==> config.mk <==
export PLATFORM = sky130hd
export DESIGN_NAME = image_padding_ctrl
export DESIGN_NICKNAME = d
export VERILOG_FILES = /design/src/rtl/image_pkg.sv /design/src/rtl/image_pad_pos_cnt.sv /design/src/rtl/image_padding_ctrl.sv
export SDC_FILE = /design/constraint.sdc
export NUM_CORES = 1
export LEC_CHECK = 0
export CAP_MARGIN = 15
export CORE_MARGIN = 4
export CORE_UTILIZATION = 35
export CTS_CLUSTER_DIAMETER = 50
export DETAILED_ROUTE_END_ITERATION = 7
export GPL_TIMING_DRIVEN = 1
export SLEW_MARGIN = 20
export SYNTH_ARGS = -nofsm -noshare
export SYNTH_HDL_FRONTEND = slang
export SYNTH_HIERARCHICAL = 1
export SYNTH_SLANG_ARGS = --single-unit
export TNS_END_PERCENT = 30
==> constraint.sdc <==
create_clock -name clk -period 4.03 [get_ports clk]
set_clock_uncertainty 0.15 [all_clocks]
set_input_delay 0.6045 -clock clk [delete_from_list [all_inputs] [get_ports clk]]
set_output_delay 0.6045 -clock clk [all_outputs]
set_load 0.01 [all_outputs]
==> src/rtl/image_pkg.sv <==
// image_pkg: shared FSM encoding and defaults for the image padding read controller.
package image_pkg;
  localparam int PAD_PIX = 1;
  localparam int DEF_WIDTH = 8;
  localparam int DEF_ADDR_BITS = 11;
  typedef enum logic [2:0] {IDLE, WAIT_ROW, EMIT, NEXT, DONE} state_t;
endpackage

==> src/rtl/image_pad_pos_cnt.sv <==
// image_pad_pos_cnt: output row/column position counters with border and interior decode.
module image_pad_pos_cnt
  import image_pkg::*;
#(
  parameter int ADDR_BITS = DEF_ADDR_BITS
) (
  input  logic                 clk,
  input  logic                 rst,
  input  logic                 i_clr,
  input  logic                 i_col_en,
  input  logic                 i_row_en,
  input  logic                 i_pad,
  input  logic [ADDR_BITS-1:0] i_cols,
  input  logic [ADDR_BITS:0]   i_out_rows,
  input  logic [ADDR_BITS:0]   i_out_cols,
  output logic [ADDR_BITS:0]   o_orow,
  output logic [ADDR_BITS:0]   o_ocol,
  output logic                 o_border,
  output logic                 o_interior,
  output logic                 o_col_last,
  output logic                 o_row_last_row
);
  logic [ADDR_BITS:0] r_orow, r_ocol;
  logic [ADDR_BITS:0] w_pad;
  assign w_pad          = i_pad ? (ADDR_BITS+1)'(PAD_PIX) : '0;
  assign o_orow         = r_orow;
  assign o_ocol         = r_ocol;
  assign o_col_last     = r_ocol == i_out_cols - 1'b1;
  assign o_row_last_row = r_orow == i_out_rows - 1'b1;
  assign o_border       = i_pad && (r_orow == '0 || o_row_last_row);
  // Only interior positions map to real pixels and therefore to FIFO pops.
  assign o_interior     = !o_border && r_ocol >= w_pad && r_ocol < {1'b0, i_cols} + w_pad;
  always_ff @(posedge clk) begin
    if (rst || i_clr) begin
      r_orow <= '0;
      r_ocol <= '0;
    end else begin
      if (i_col_en) r_ocol <= o_col_last ? '0 : r_ocol + 1'b1;
      if (i_row_en) r_orow <= r_orow + 1'b1;
    end
  end
endmodule

==> src/rtl/image_padding_ctrl.sv <==
// image_padding_ctrl: pops rows from the padding FIFO and emits a zero-bordered frame,
// one pixel per cycle, with a one-cycle pipeline from emit position to dout.
module image_padding_ctrl
  import image_pkg::*;
#(
  parameter int WIDTH     = DEF_WIDTH,
  parameter int ADDR_BITS = DEF_ADDR_BITS
) (
  input  logic                 clk,
  input  logic                 rst,
  input  logic                 start,
  input  logic [ADDR_BITS-1:0] row_num,
  input  logic [ADDR_BITS-1:0] col_num,
  input  logic                 pad_en,
  output logic [ADDR_BITS-1:0] fifo_m_count,
  input  logic                 fifo_m_valid,
  output logic                 fifo_rd_en,
  input  logic [WIDTH-1:0]     fifo_dout,
  input  logic                 dst_ready,
  output logic [WIDTH-1:0]     dout,
  output logic                 dout_valid,
  output logic                 row_last,
  output logic                 done
);
  state_t               r_state;
  logic [ADDR_BITS-1:0] r_rows, r_cols;
  logic                 r_pad, r_pop, r_dv, r_last;
  logic [ADDR_BITS:0]   w_out_rows, w_out_cols, w_orow, w_ocol, w_pad2;
  logic                 w_border, w_interior, w_col_last, w_row_last_row;
  assign w_pad2       = r_pad ? (ADDR_BITS+1)'(2 * PAD_PIX) : '0;
  assign w_out_rows   = {1'b0, r_rows} + w_pad2;
  assign w_out_cols   = {1'b0, r_cols} + w_pad2;
  assign fifo_m_count = r_cols;
  assign fifo_rd_en   = r_state == EMIT && w_interior;
  // Non-FWFT FIFO: data for a pop arrives the cycle after, exactly when dout is presented.
  assign dout         = r_pop ? fifo_dout : '0;
  assign dout_valid   = r_dv;
  assign row_last     = r_last;
  assign done         = r_state == DONE;
  image_pad_pos_cnt #(.ADDR_BITS(ADDR_BITS)) u_pos (
    .clk           (clk),
    .rst           (rst),
    .i_clr         (r_state == IDLE && start),
    .i_col_en      (r_state == EMIT),
    .i_row_en      (r_state == NEXT && !w_row_last_row),
    .i_pad         (r_pad),
    .i_cols        (r_cols),
    .i_out_rows    (w_out_rows),
    .i_out_cols    (w_out_cols),
    .o_orow        (w_orow),
    .o_ocol        (w_ocol),
    .o_border      (w_border),
    .o_interior    (w_interior),
    .o_col_last    (w_col_last),
    .o_row_last_row(w_row_last_row)
  );
  always_ff @(posedge clk) begin
    if (rst) begin
      r_state <= IDLE;
      r_rows  <= '0;
      r_cols  <= '0;
      r_pad   <= 1'b0;
      r_pop   <= 1'b0;
      r_dv    <= 1'b0;
      r_last  <= 1'b0;
    end else begin
      r_dv   <= r_state == EMIT;
      r_last <= r_state == EMIT && w_col_last;
      r_pop  <= fifo_rd_en;
      case (r_state)
        IDLE: if (start) begin
          r_rows  <= row_num;
          r_cols  <= col_num;
          r_pad   <= pad_en;
          r_state <= WAIT_ROW;
        end
        WAIT_ROW: if (dst_ready && (w_border || fifo_m_valid)) r_state <= EMIT;
        EMIT:     if (w_col_last) r_state <= NEXT;
        NEXT:     r_state <= w_row_last_row ? DONE : WAIT_ROW;
        DONE:     r_state <= IDLE;
        default:  r_state <= IDLE;
      endcase
    end
  end
endmodule

==> results.py <==
metrics = {
    "synth": {
        "netlist_area_mm2": 0.00393,
        "ys.flop_type": "dfxtp_1",
        "yosysWarnings": 6,
        "avgSynthCellArea_um2": 7.95,
        "synth_cell_types": 65,
        "yosysTopAreaCell": "dfxtp_1",
        "synth_top_area_share_pct": 27.0,
        "synth_nets": 554,
        "synth-edff-count": 0,
        "syn-instance-count": 495,
        "synth-seq-cells": 53,
        "synth_seq_area_share_pct": 27.0,
        "synth_area_leaders": "dfxtp_1, xnor2_1, ha_1, nand2_1, xor2_1",
        "async_flop_share_pct": 0,
    },
    "timing": {
        "fin_crit_sh_pct": 101,
        "whs_ns": 0.336,
        "slew_headroom_pct": 55.9,
        "worst_slew_pin_slew_ns": 0.659,
        "max_freq_ghz": 0.246,
        "final_hold_viol_count": 0,
        "tns_ns": -0.0396,
        "drv_slew": 0,
        "fin_ws_ns": -0.0396,
        "period_needed_ns": 4.07,
        "rsz0062_at_grt": "yes",
        "setup_viol": 1,
    },
    "cells_and_area": {
        "postLayoutCellArea_mm2": 0.00510,
        "final_cell_mix": "nand2_1, clkdlybuf4s50_1, dfxtp_1, xnor2_1, nor2_1",
        "fillers": 1126,
        "syn_to_final_growth_pct": 29.8,
        "finalNonFillerCells": 713,
        "antenna_cells": 0,
        "final_common_cell": "nand2_1",
        "layout-drive-gt1-share_pct": 12.2,
        "regArea_mm2": 0.00106,
        "multi_input_area_mm2": 0.00280,
        "nNetsFinal": 631,
    },
    "clock_tree": {
        "worstSkewPairLatency_ns": 0.30,
        "cts_made_buffers": 5,
        "cts_tree": "built",
        "cts_buffer_depth": 2,
        "htreeDepth": 2,
        "clkTransAtPathRegs_ns": 0.07,
        "ctsHoldBuffers": 0,
        "clock_sinks": 53,
        "root_buffer": "clkbuf_16",
    },
    "placement": {
        "io_buffers": 58,
        "gp_congestion": 0.870,
        "dpl-instance-area_mm2": 0.00482,
        "placed_cells": 704,
        "place_ws_ns": -0.268,
        "hpwl_um": 8200,
    },
    "power_and_ir_drop": {
        "clkPwrFrac_pct": 30.6,
        "leakagePower_nw": 1.87,
        "internal_power_mw": 1.12,
        "powerDensity_mw_per_mm2": 321,
        "p_sw_mw": 0.523,
        "sequentialPowerShare_pct": 35.8,
        "combPwrFrac_pct": 33.6,
        "max-vdd-ir-drop_mv": 0.171,
        "swShare_pct": 31.9,
    },
    "grt": {
        "overflow": 0,
        "grt_max_degree": 29,
        "grt_antenna_before_repair": 0,
        "grt_pass1_vias": 3673,
        "grt_pass1_wl_um": 17400,
        "track_usage_pct": 16.4,
    },
    "detailed_routing": {
        "drtIter0Drc": 140,
        "vias": 3763,
        "ant_nets": 0,
        "drt-wirelength-per-cell_um": 14.9,
        "finalWirelength_um": 10700,
        "vias_per_cell": 5.28,
        "drcViolationCount": 0,
        "dr.pass1.iters": 4,
    },
    "setup_path": {
        "required_ns": 3.28,
        "crit_path_end_kind": "primary output",
        "worstPathArrival_ns": 3.32,
        "worstSetupPathType": "flip-flop to primary output",
        "start_kind": "flip-flop",
        "crit_fanout": 3,
    },
    "outcome": {
        "failed_checks": "negative setup slack",
        "status": "finished with violations",
    },
    "die": {
        "dieArea_mm2": 0.0130,
        "die_w_um": 114,
        "start_util_pct": 36.0,
        "core_mm2": 0.0109,
        "fp.dieH_um": 114,
        "rows": 38,
        "pin_count": 59,
    },
    "job": {
        "maxCapViolations": 0,
    },
    "worst_hold_path": {
        "hold_class": "flip-flop to flip-flop",
    },
}
==> final timing paths <==
kind	startpoint	to	slack (ns)	cells past startpoint
worst max-delay path	r_pad	fifo_rd_en	-0.04	14
worst min-delay path	r_rows[3]	r_rows[3]	0.34	2
worst max register to register	r_pad	u_pos/o_orow[11]	0.21	18
worst min register to register	r_rows[3]	r_rows[3]	0.34	2
==> cells in the mapped netlist (2+ instances only) <==
cell      instances
buf_6             3
nor4b_1           4
buf_2             6
nand4b_1          2
or3_1             6
o31ai_1           2
and3_1           11
a31oi_1           3
nor4_1            4
inv_1            15
nor2b_1           3
and2_1           12
or4_1             2
nor4_2            3
or4b_1            2
xnor2_1          43
clkbuf_1         10
o21ai_0          10
o211ai_1          4
nand2b_1          6
nor3_1            9
and4_1            3
nor3b_1           5
nand3_1          23
nand2_1          70
nand4_1          15
xor2_1           27
a21oi_1          36
nor2_1           39
mux2i_1           3
dfxtp_1          53
nand3b_1          4
a21o_1            3
ha_1             23
==> power by group through the flow <==
stage | Sequential [mW] | Clock [mW] | Combinational, mW
after floorplan | 0.598 | 0 | 0.353
after global placement | 0.596 | 0 | 0.520
after detailed placement | 0.596 | 0 | 0.532
after CTS | 0.586 | 0.514 | 0.547
after global routing | 0.592 | 0.534 | 0.605
final | 0.587 | 0.502 | 0.552
==> registers in the layout, summed over array words and instances (netlist names) <==
signal,flops
dout_valid,1
fifo_m_count,11
r_pad,1
r_pop,1
r_rows,11
r_state,3
row_last,1
u_pos/o_ocol,12
u_pos/o_orow,12
==> what timing repair did <==
item,in CTS,in global routing
setup buffers,1,0
cloned,0,0
pin swaps,10,2
setup endpoints to repair,1,2
resized for setup,20,4
==> logic make-up after synthesis <==
group | synth area share (%)
xor gates and xnor gates | 16.2
buffers and inverters | 4.52
DFF | 27.0
AOI/OAI and AO/OA | 12.0
and+or+nand+nor | 32.3
adders and majority gates | 7.32
muxes | 0.763
==> final cells by class <==
class / instances / area share, %
repair buffers: 91 / 16.2
multi-input cells: 405 / 54.9
clock buffers: 5 / 2.45
well taps: 140 / 3.43
inverters: 16 / 1.27
flip-flops and latches: 53 / 20.8
clock inverters: 3 / 0.907
==> per-stage QoR <==
stage                     util, %  power [mW]
after global placement       44.1        1.12
after detailed placement     44.1        1.13
after floorplan                 -       0.950
final                        46.7        1.64
after global routing         46.7        1.73
after CTS                    46.5        1.65
==> per-layer routing <==
metal / global-route usage, % / vias up / part of all wire [%] / wire length (um)
met3: 3.08 / 13 / 5.2 / 552
li1: - / 1888 / - / -
met1: 20.5 / 1775 / 45 / 4810
met2: 28.5 / 87 / 48 / 5120
met4: 4.91 / 0 / 1.7 / 178
met5: 0 / - / 0 / 0
==> worst max-delay path, stage by stage, from the launching register on <==
cell	delay, ns
dfxtp_2	0.34
ha_4	0.16
buf_4	0.14
nand3_4	0.09
nor2_4	0.04
xor2_1	0.15
or4_4	0.54
nor4_4	0.23
xor2_1	0.11
o221a_2	0.27
a2111oi_4	0.32
nand3_1	0.17
nor3b_2	0.19
and2_1	0.14
buf_2	0.13
Note: power is estimated with default switching activity, not from simulation.
